$ cat src/rtl/combo_lock_pkg.sv
// Shared types and constants for the combination-lock FSM and its button encoder.
package combo_lock_pkg;

  typedef enum logic [1:0] {
    IDLE     = 2'd0,
    ENTRY    = 2'd1,
    UNLOCKED = 2'd2,
    LOCKOUT  = 2'd3
  } state_t;

  localparam int SYM_W   = 2;
  localparam int NUM_BTN = 4;

  function automatic int max3(input int a, input int b, input int c);
    int m;
    m = (a > b) ? a : b;
    return (m > c) ? m : c;
  endfunction

endpackage

$ cat src/rtl/combo_lock_fsm_btn_encoder.sv
// Turns the one-cycle button pulses into a symbol index plus valid/invalid flags.
module btn_encoder
  import combo_lock_pkg::*;
(
  input  logic [NUM_BTN-1:0] btn_pulse,
  output logic [SYM_W-1:0]   sym,
  output logic               sym_valid,
  output logic               sym_invalid
);

  logic [2:0] hot_cnt;

  always_comb begin
    hot_cnt = '0;
    sym     = '0;
    for (int k = 0; k < NUM_BTN; k++) begin
      if (btn_pulse[k]) begin
        hot_cnt = hot_cnt + 3'd1;
        sym     = SYM_W'(k);
      end
    end
  end

  assign sym_valid   = (hot_cnt == 3'd1);
  assign sym_invalid = (hot_cnt > 3'd1);

endmodule

$ cat src/rtl/combo_lock_fsm.sv
// Combination lock: collects CODE_LEN button symbols, unlocks on a match, locks out
// after MAX_FAIL wrong entries. One shared down-counter times entry, unlock and lockout.
module combo_lock_fsm
  import combo_lock_pkg::*;
#(
  parameter int                    CODE_LEN       = 4,
  parameter logic [2*CODE_LEN-1:0] CODE           = 8'b11_10_01_00,
  parameter int                    MAX_FAIL       = 3,
  parameter int                    UNLOCK_CYCLES  = 50_000_000,
  parameter int                    LOCKOUT_CYCLES = 500_000_000,
  parameter int                    ENTRY_TIMEOUT  = 250_000_000
) (
  input  logic               clk,
  input  logic               clr,
  input  logic [NUM_BTN-1:0] btn_pulse,
  output logic               unlocked,
  output logic               lockout,
  output logic               fail,
  output logic [2:0]         entry_cnt
);

  localparam int MAX_T = max3(UNLOCK_CYCLES, LOCKOUT_CYCLES, ENTRY_TIMEOUT);
  localparam int TW    = (MAX_T > 1) ? $clog2(MAX_T) : 1;
  localparam int FW    = (MAX_FAIL > 0) ? $clog2(MAX_FAIL + 1) : 1;

  localparam logic [TW-1:0] T_ENTRY  = TW'(ENTRY_TIMEOUT - 1);
  localparam logic [TW-1:0] T_UNLOCK = TW'(UNLOCK_CYCLES - 1);
  localparam logic [TW-1:0] T_LOCK   = TW'(LOCKOUT_CYCLES - 1);
  localparam logic [FW-1:0] FAIL_MAX = FW'(MAX_FAIL);
  localparam logic [2:0]    CNT_FULL = 3'(CODE_LEN);
  localparam logic [15:0]   CODE_EXT = 16'(CODE);

  logic [SYM_W-1:0] sym;
  logic             sym_valid;
  logic             sym_invalid;

  btn_encoder u_enc (
    .btn_pulse  (btn_pulse),
    .sym        (sym),
    .sym_valid  (sym_valid),
    .sym_invalid(sym_invalid)
  );

  logic [SYM_W-1:0] code_tab [8];

  genvar gi;
  generate
    for (gi = 0; gi < 8; gi++) begin : g_code
      assign code_tab[gi] = CODE_EXT[gi*SYM_W +: SYM_W];
    end
  endgenerate

  state_t        state_reg;
  logic [TW-1:0] timer_reg;
  logic [FW-1:0] fail_cnt_reg;
  logic [2:0]    entry_cnt_reg;
  logic          mism_reg;
  logic          unlocked_reg;
  logic          lockout_reg;
  logic          fail_reg;

  logic          sym_any;
  logic          sym_diff;
  logic          mism_next;
  logic [2:0]    cnt_next;
  logic          last_sym;
  logic          resolving;
  logic [FW-1:0] fail_cnt_next;

  assign sym_any       = sym_valid | sym_invalid;
  assign sym_diff      = sym_invalid | (sym != code_tab[entry_cnt_reg]);
  assign mism_next     = mism_reg | sym_diff;
  assign cnt_next      = entry_cnt_reg + 3'd1;
  assign last_sym      = (cnt_next == CNT_FULL);
  assign fail_cnt_next = (fail_cnt_reg == FAIL_MAX) ? fail_cnt_reg : fail_cnt_reg + FW'(1);
  // A wrong entry parks in ENTRY with entry_cnt full for one cycle (the fail pulse cycle),
  // then resolves to IDLE or LOCKOUT; symbols during that cycle are ignored.
  assign resolving     = (state_reg == ENTRY) && (entry_cnt_reg == CNT_FULL);

  always_ff @(posedge clk or posedge clr) begin
    if (clr) begin
      state_reg     <= IDLE;
      timer_reg     <= '0;
      fail_cnt_reg  <= '0;
      entry_cnt_reg <= '0;
      mism_reg      <= 1'b0;
      unlocked_reg  <= 1'b0;
      lockout_reg   <= 1'b0;
      fail_reg      <= 1'b0;
    end else begin
      fail_reg <= 1'b0;
      case (state_reg)
        IDLE, ENTRY: begin
          if (resolving) begin
            entry_cnt_reg <= '0;
            mism_reg      <= 1'b0;
            timer_reg     <= (fail_cnt_reg == FAIL_MAX) ? T_LOCK : T_ENTRY;
            if (fail_cnt_reg == FAIL_MAX) begin
              state_reg   <= LOCKOUT;
              lockout_reg <= 1'b1;
            end else begin
              state_reg   <= IDLE;
            end
          end else if (sym_any) begin
            if (last_sym && !mism_next) begin
              state_reg     <= UNLOCKED;
              unlocked_reg  <= 1'b1;
              entry_cnt_reg <= '0;
              mism_reg      <= 1'b0;
              fail_cnt_reg  <= '0;
              timer_reg     <= T_UNLOCK;
            end else begin
              state_reg     <= ENTRY;
              entry_cnt_reg <= cnt_next;
              mism_reg      <= mism_next;
              timer_reg     <= T_ENTRY;
              if (last_sym) begin
                fail_reg     <= 1'b1;
                fail_cnt_reg <= fail_cnt_next;
              end
            end
          end else if (state_reg == ENTRY) begin
            if (timer_reg == '0) begin
              state_reg     <= IDLE;
              entry_cnt_reg <= '0;
              mism_reg      <= 1'b0;
              timer_reg     <= T_ENTRY;
            end else begin
              timer_reg <= timer_reg - TW'(1);
            end
          end
        end
        UNLOCKED: begin
          if (sym_any || timer_reg == '0) begin
            state_reg    <= IDLE;
            unlocked_reg <= 1'b0;
            timer_reg    <= T_ENTRY;
          end else begin
            timer_reg <= timer_reg - TW'(1);
          end
        end
        LOCKOUT: begin
          if (timer_reg == '0) begin
            state_reg    <= IDLE;
            lockout_reg  <= 1'b0;
            fail_cnt_reg <= '0;
            timer_reg    <= T_ENTRY;
          end else begin
            timer_reg <= timer_reg - TW'(1);
          end
        end
        default: state_reg <= IDLE;
      endcase
    end
  end

  assign unlocked  = unlocked_reg;
  assign lockout   = lockout_reg;
  assign fail      = fail_reg;
  assign entry_cnt = entry_cnt_reg;

endmodule
$ cat config.mk
export PLATFORM = sky130hd
export DESIGN_NAME = combo_lock_fsm
export DESIGN_NICKNAME = d
export VERILOG_FILES = /design/src/rtl/combo_lock_pkg.sv /design/src/rtl/combo_lock_fsm_btn_encoder.sv /design/src/rtl/combo_lock_fsm.sv
export SDC_FILE = /design/constraint.sdc
export NUM_CORES = 1
export LEC_CHECK = 0
export ABC_AREA = 1
export BUFFER_PORTS_ARGS = -buffer_cell sky130_fd_sc_hd__buf_2
export CAP_MARGIN = 0
export CORE_MARGIN = 2
export CORE_UTILIZATION = 54
export DETAILED_ROUTE_END_ITERATION = 8
export PLACE_DENSITY = 0.71
export SLEW_MARGIN = 40
export SYNTH_ARGS = -nofsm -noshare
export SYNTH_HDL_FRONTEND = slang
export SYNTH_HIERARCHICAL = 1
export SYNTH_SLANG_ARGS = --single-unit
export TNS_END_PERCENT = 20
$ cat constraint.sdc
create_clock -name clk -period 3.7 [get_ports clk]
set_clock_uncertainty 0.2 [all_clocks]
set_input_delay 0.74 -clock clk [delete_from_list [all_inputs] [get_ports clk]]
set_output_delay 0.74 -clock clk [all_outputs]
set_load 0.1 [all_outputs]
==> run_summary.xml <==
<?xml version="1.0" encoding="UTF-8"?>
<metrics>
  <group name="floorplan">
    <metric name="coreArea" unit="mm2">0.00507</metric>
    <metric name="i_o_pins" unit="">12</metric>
    <metric name="design.die.area" unit="mm2">0.00583</metric>
    <metric name="die_h" unit="um">76.3</metric>
    <metric name="chipWidth" unit="um">76.3</metric>
    <metric name="initial_utilization" unit="%">55.7</metric>
    <metric name="row_count" unit="">26</metric>
  </group>
  <group name="min_path">
    <metric name="min-delay-path-class" unit="">register to register</metric>
  </group>
  <group name="setup_path">
    <metric name="endpoint_kind" unit="">register</metric>
    <metric name="worstPathMaxFanout" unit="">4</metric>
    <metric name="worst-endpoint-arrival" unit="ns">3.31</metric>
    <metric name="timing_worst_setup_path_type" unit="">primary input to register</metric>
    <metric name="critical_path_required" unit="ns">3.67</metric>
    <metric name="start_kind" unit="">primary input</metric>
  </group>
  <group name="pwr">
    <metric name="power.density" unit="mW/mm2">251</metric>
    <metric name="peakVddDrop" unit="mV">0.177</metric>
    <metric name="leakage" unit="nW">1.62</metric>
  </group>
  <group name="drt">
    <metric name="routed-via-count" unit="">2559</metric>
    <metric name="post-route-drc-count" unit="">0</metric>
    <metric name="detail_route.wirelength" unit="um">6310</metric>
    <metric name="route.detailed.vias_per_inst" unit="">5.14</metric>
    <metric name="final_antenna_net_count" unit="">0</metric>
    <metric name="first_pass_iters" unit="">4</metric>
    <metric name="detail_route.wl_per_cell" unit="um">12.7</metric>
    <metric name="first_iter_violations" unit="">173</metric>
  </group>
  <group name="clock_tree">
    <metric name="clkTransAtPathRegs" unit="ns">0.07</metric>
    <metric name="numClockSinks" unit="">40</metric>
    <metric name="clock_insertion_delay_worst_skew" unit="ns">0.29</metric>
    <metric name="hold_buffers" unit="">0</metric>
    <metric name="cts_tree" unit="">built</metric>
    <metric name="cts_buffers" unit="">5</metric>
    <metric name="clock_tree.htree_level_count" unit="">2</metric>
    <metric name="clock_path_buffers" unit="">2</metric>
    <metric name="clock_tree.root_cell" unit="">sky130_fd_sc_hd__clkbuf_8</metric>
    <metric name="cts_post_setup_buffers_inserted" unit="">0</metric>
    <metric name="postCtsResizedCells" unit="">0</metric>
  </group>
  <group name="global_route">
    <metric name="grt_first_pass_wirelength" unit="um">11200</metric>
    <metric name="pin_count_of_the_biggest_net_entering_global_routing" unit="">25</metric>
    <metric name="grt_use_total" unit="%">23.7</metric>
    <metric name="global_route.overflow_total" unit="">0</metric>
    <metric name="first_global_vias" unit="">2452</metric>
    <metric name="antenna_found_initial" unit="">0</metric>
  </group>
  <group name="finish">
    <metric name="fill_cells" unit="">502</metric>
    <metric name="final_net_count" unit="">446</metric>
    <metric name="layout.cell_area.non_filler" unit="mm2">0.00309</metric>
    <metric name="drive_gt1_share" unit="%">15.2</metric>
    <metric name="num_antenna_cells" unit="">0</metric>
    <metric name="largest_register_ffs" unit="">29</metric>
    <metric name="syn_to_final_growth" unit="%">9.38</metric>
  </group>
  <group name="run">
    <metric name="maxCapViolCount" unit="">0</metric>
  </group>
  <group name="timing">
    <metric name="hold_ws" unit="ns">0.274</metric>
    <metric name="final_min_period_over_clock_period" unit="%">90.3</metric>
    <metric name="grt_setup_unrepaired" unit="">false</metric>
    <metric name="drv_slew" unit="">0</metric>
    <metric name="worst-slew-pin-transition" unit="ns">0.642</metric>
    <metric name="max_slew_margin" unit="%">57.1</metric>
    <metric name="final_critical_path_setup_slack" unit="ns">0.360</metric>
    <metric name="min_period" unit="ns">3.34</metric>
    <metric name="final_report_hold_violation_count" unit="">0</metric>
    <metric name="setup-violations-final" unit="">0</metric>
    <metric name="setup_tns" unit="ns">0</metric>
    <metric name="clock.fmax" unit="MHz">299</metric>
  </group>
  <group name="place">
    <metric name="io_buffer_count" unit="">11</metric>
    <metric name="dpl-instance-area" unit="mm2">0.00302</metric>
    <metric name="dpl_worst_slack" unit="ns">0.0559</metric>
    <metric name="dpl.hpwl" unit="um">4820</metric>
    <metric name="place_congestion" unit="">0.921</metric>
  </group>
  <group name="synth">
    <metric name="ys_seq_area_share" unit="%">35.4</metric>
    <metric name="ys_dominant_reg_cell" unit="">sky130_fd_sc_hd__dfrtp_1</metric>
    <metric name="synth-async-reset-ratio" unit="%">100</metric>
    <metric name="synth_edf_count" unit="">0</metric>
    <metric name="average_size_of_a_mapped_cell" unit="um2">6.96</metric>
    <metric name="syn_inst" unit="">406</metric>
    <metric name="synth_cell_types" unit="">33</metric>
    <metric name="synth-seq-cells" unit="">40</metric>
    <metric name="ys.warnings.count" unit="">6</metric>
    <metric name="syn-cell-area" unit="mm2">0.00283</metric>
    <metric name="synth_fp_nets" unit="">422</metric>
  </group>
  <group name="run_status">
    <metric name="outcome" unit="">completed</metric>
  </group>
</metrics>
[worst max-delay path, stage by stage]
cell and delay [ns]:
sky130_fd_sc_hd__buf_2 0.09, sky130_fd_sc_hd__inv_1 0.04, sky130_fd_sc_hd__ha_1 0.32, sky130_fd_sc_hd__or2_1 0.26, sky130_fd_sc_hd__nand2_1 0.08, sky130_fd_sc_hd__inv_1 0.04
sky130_fd_sc_hd__ha_1 0.27, sky130_fd_sc_hd__or2_0 0.21, sky130_fd_sc_hd__nand2_1 0.08, sky130_fd_sc_hd__nand2_2 0.08, sky130_fd_sc_hd__nor2_1 0.10, sky130_fd_sc_hd__nand2_1 0.06
sky130_fd_sc_hd__nor2_1 0.23, sky130_fd_sc_hd__nand4_1 0.28, sky130_fd_sc_hd__nand2_1 0.15, sky130_fd_sc_hd__inv_1 0.11, sky130_fd_sc_hd__o21ai_0 0.10, sky130_fd_sc_hd__nand2_1 0.07
[cells in the mapped netlist (2+ instances only)]
master                       n  share of area [%]
sky130_fd_sc_hd__o21ai_0    16                2.8
sky130_fd_sc_hd__nand2_2     6                1.3
sky130_fd_sc_hd__dfrtp_1    40                 35
sky130_fd_sc_hd__or2_2       6                1.3
sky130_fd_sc_hd__nand3b_1    5                1.3
sky130_fd_sc_hd__nor2_2      6                1.3
sky130_fd_sc_hd__nand4_1     4               0.89
sky130_fd_sc_hd__xnor2_1     5                1.5
sky130_fd_sc_hd__clkbuf_1    2               0.27
sky130_fd_sc_hd__nor3_1      4               0.71
sky130_fd_sc_hd__nand3_1    34                6.0
sky130_fd_sc_hd__xor2_1      9                2.8
sky130_fd_sc_hd__nor2_4      6                2.4
sky130_fd_sc_hd__a21oi_2     2               0.62
sky130_fd_sc_hd__nand2_4     5                2.0
sky130_fd_sc_hd__a21oi_1    14                2.5
sky130_fd_sc_hd__nand2_1   119                 16
sky130_fd_sc_hd__inv_1      38                5.0
sky130_fd_sc_hd__ha_1       10                4.4
sky130_fd_sc_hd__nor2_1     59                7.8
sky130_fd_sc_hd__inv_2       4               0.53
[cell type report]
class / count / area [um2] / area share, %
Inverter: 43 / 164 / 5.30
Timing Repair Buffer: 22 / 138 / 4.45
Tap cell: 70 / 87.6 / 2.83
Clock buffer: 5 / 68.8 / 2.23
Multi-Input combinational cell: 318 / 1630 / 52.8
Sequential cell: 40 / 1000 / 32.4
[worst paths after layout]
path | startpoint | to | slack (ns) | cells past startpoint
setup / recovery | btn_pulse[0] | timer_reg[18] | 0.36 | 18
hold / removal | unlocked | unlocked | 0.27 | 2
setup reg to reg | timer_reg[0] | timer_reg[28] | 1.40 | 8
hold reg to reg | unlocked | unlocked | 0.27 | 2
max in group asynchronous | clr | timer_reg[14] | 2.22 | 3
min in group asynchronous | clr | timer_reg[2] | 0.33 | 2
[report_power, final]
| part | switching [mW] | internal (mW) | total (mW) |
|---|---|---|---|
| Sequential | 0 | 0.437 | 0.437 |
| Clock | 0.144 | 0.122 | 0.266 |
| Combinational | 0.0463 | 0.0279 | 0.0742 |
[per-stage QoR]
stage	power [mW]	std cells	utilization (%)
final	0.777	498	60.9
after global placement	0.518	493	59.6
after CTS	0.790	498	60.9
after floorplan	0.497	406	-
after global routing	0.815	498	60.9
after detailed placement	0.520	493	59.6
[routing by layer]
metal,vias to the layer above,track usage [%],wire length [um]
li1,1321,-,-
met1,1187,33.6,3140
met2,41,37.3,2850
met3,10,3.44,224
met4,0,8.00,102
met5,-,0,0
[logic make-up after synthesis]
kind of cell / share of synthesized area (%)
compound gates: 6.82
xor+xnor: 4.34
fa+ha+maj: 4.43
buf+inv: 6.82
flops: 35.4
simple gates: 42.2
[layout by cell type, fill, tap and decap left out, drive strengths merged]
cell type / n
a21oi: 16
a31oi: 1
and2: 1
and3: 1
buf: 22
clkbuf: 5
dfrtp: 40
ha: 10
inv: 43
nand2: 130
nand3: 35
nand3b: 5
nand4: 4
nor2: 71
nor3: 4
o211ai: 1
o21ai: 17
or2: 8
xnor2: 5
xor2: 9
Note: power is estimated with default switching activity, not from simulation.
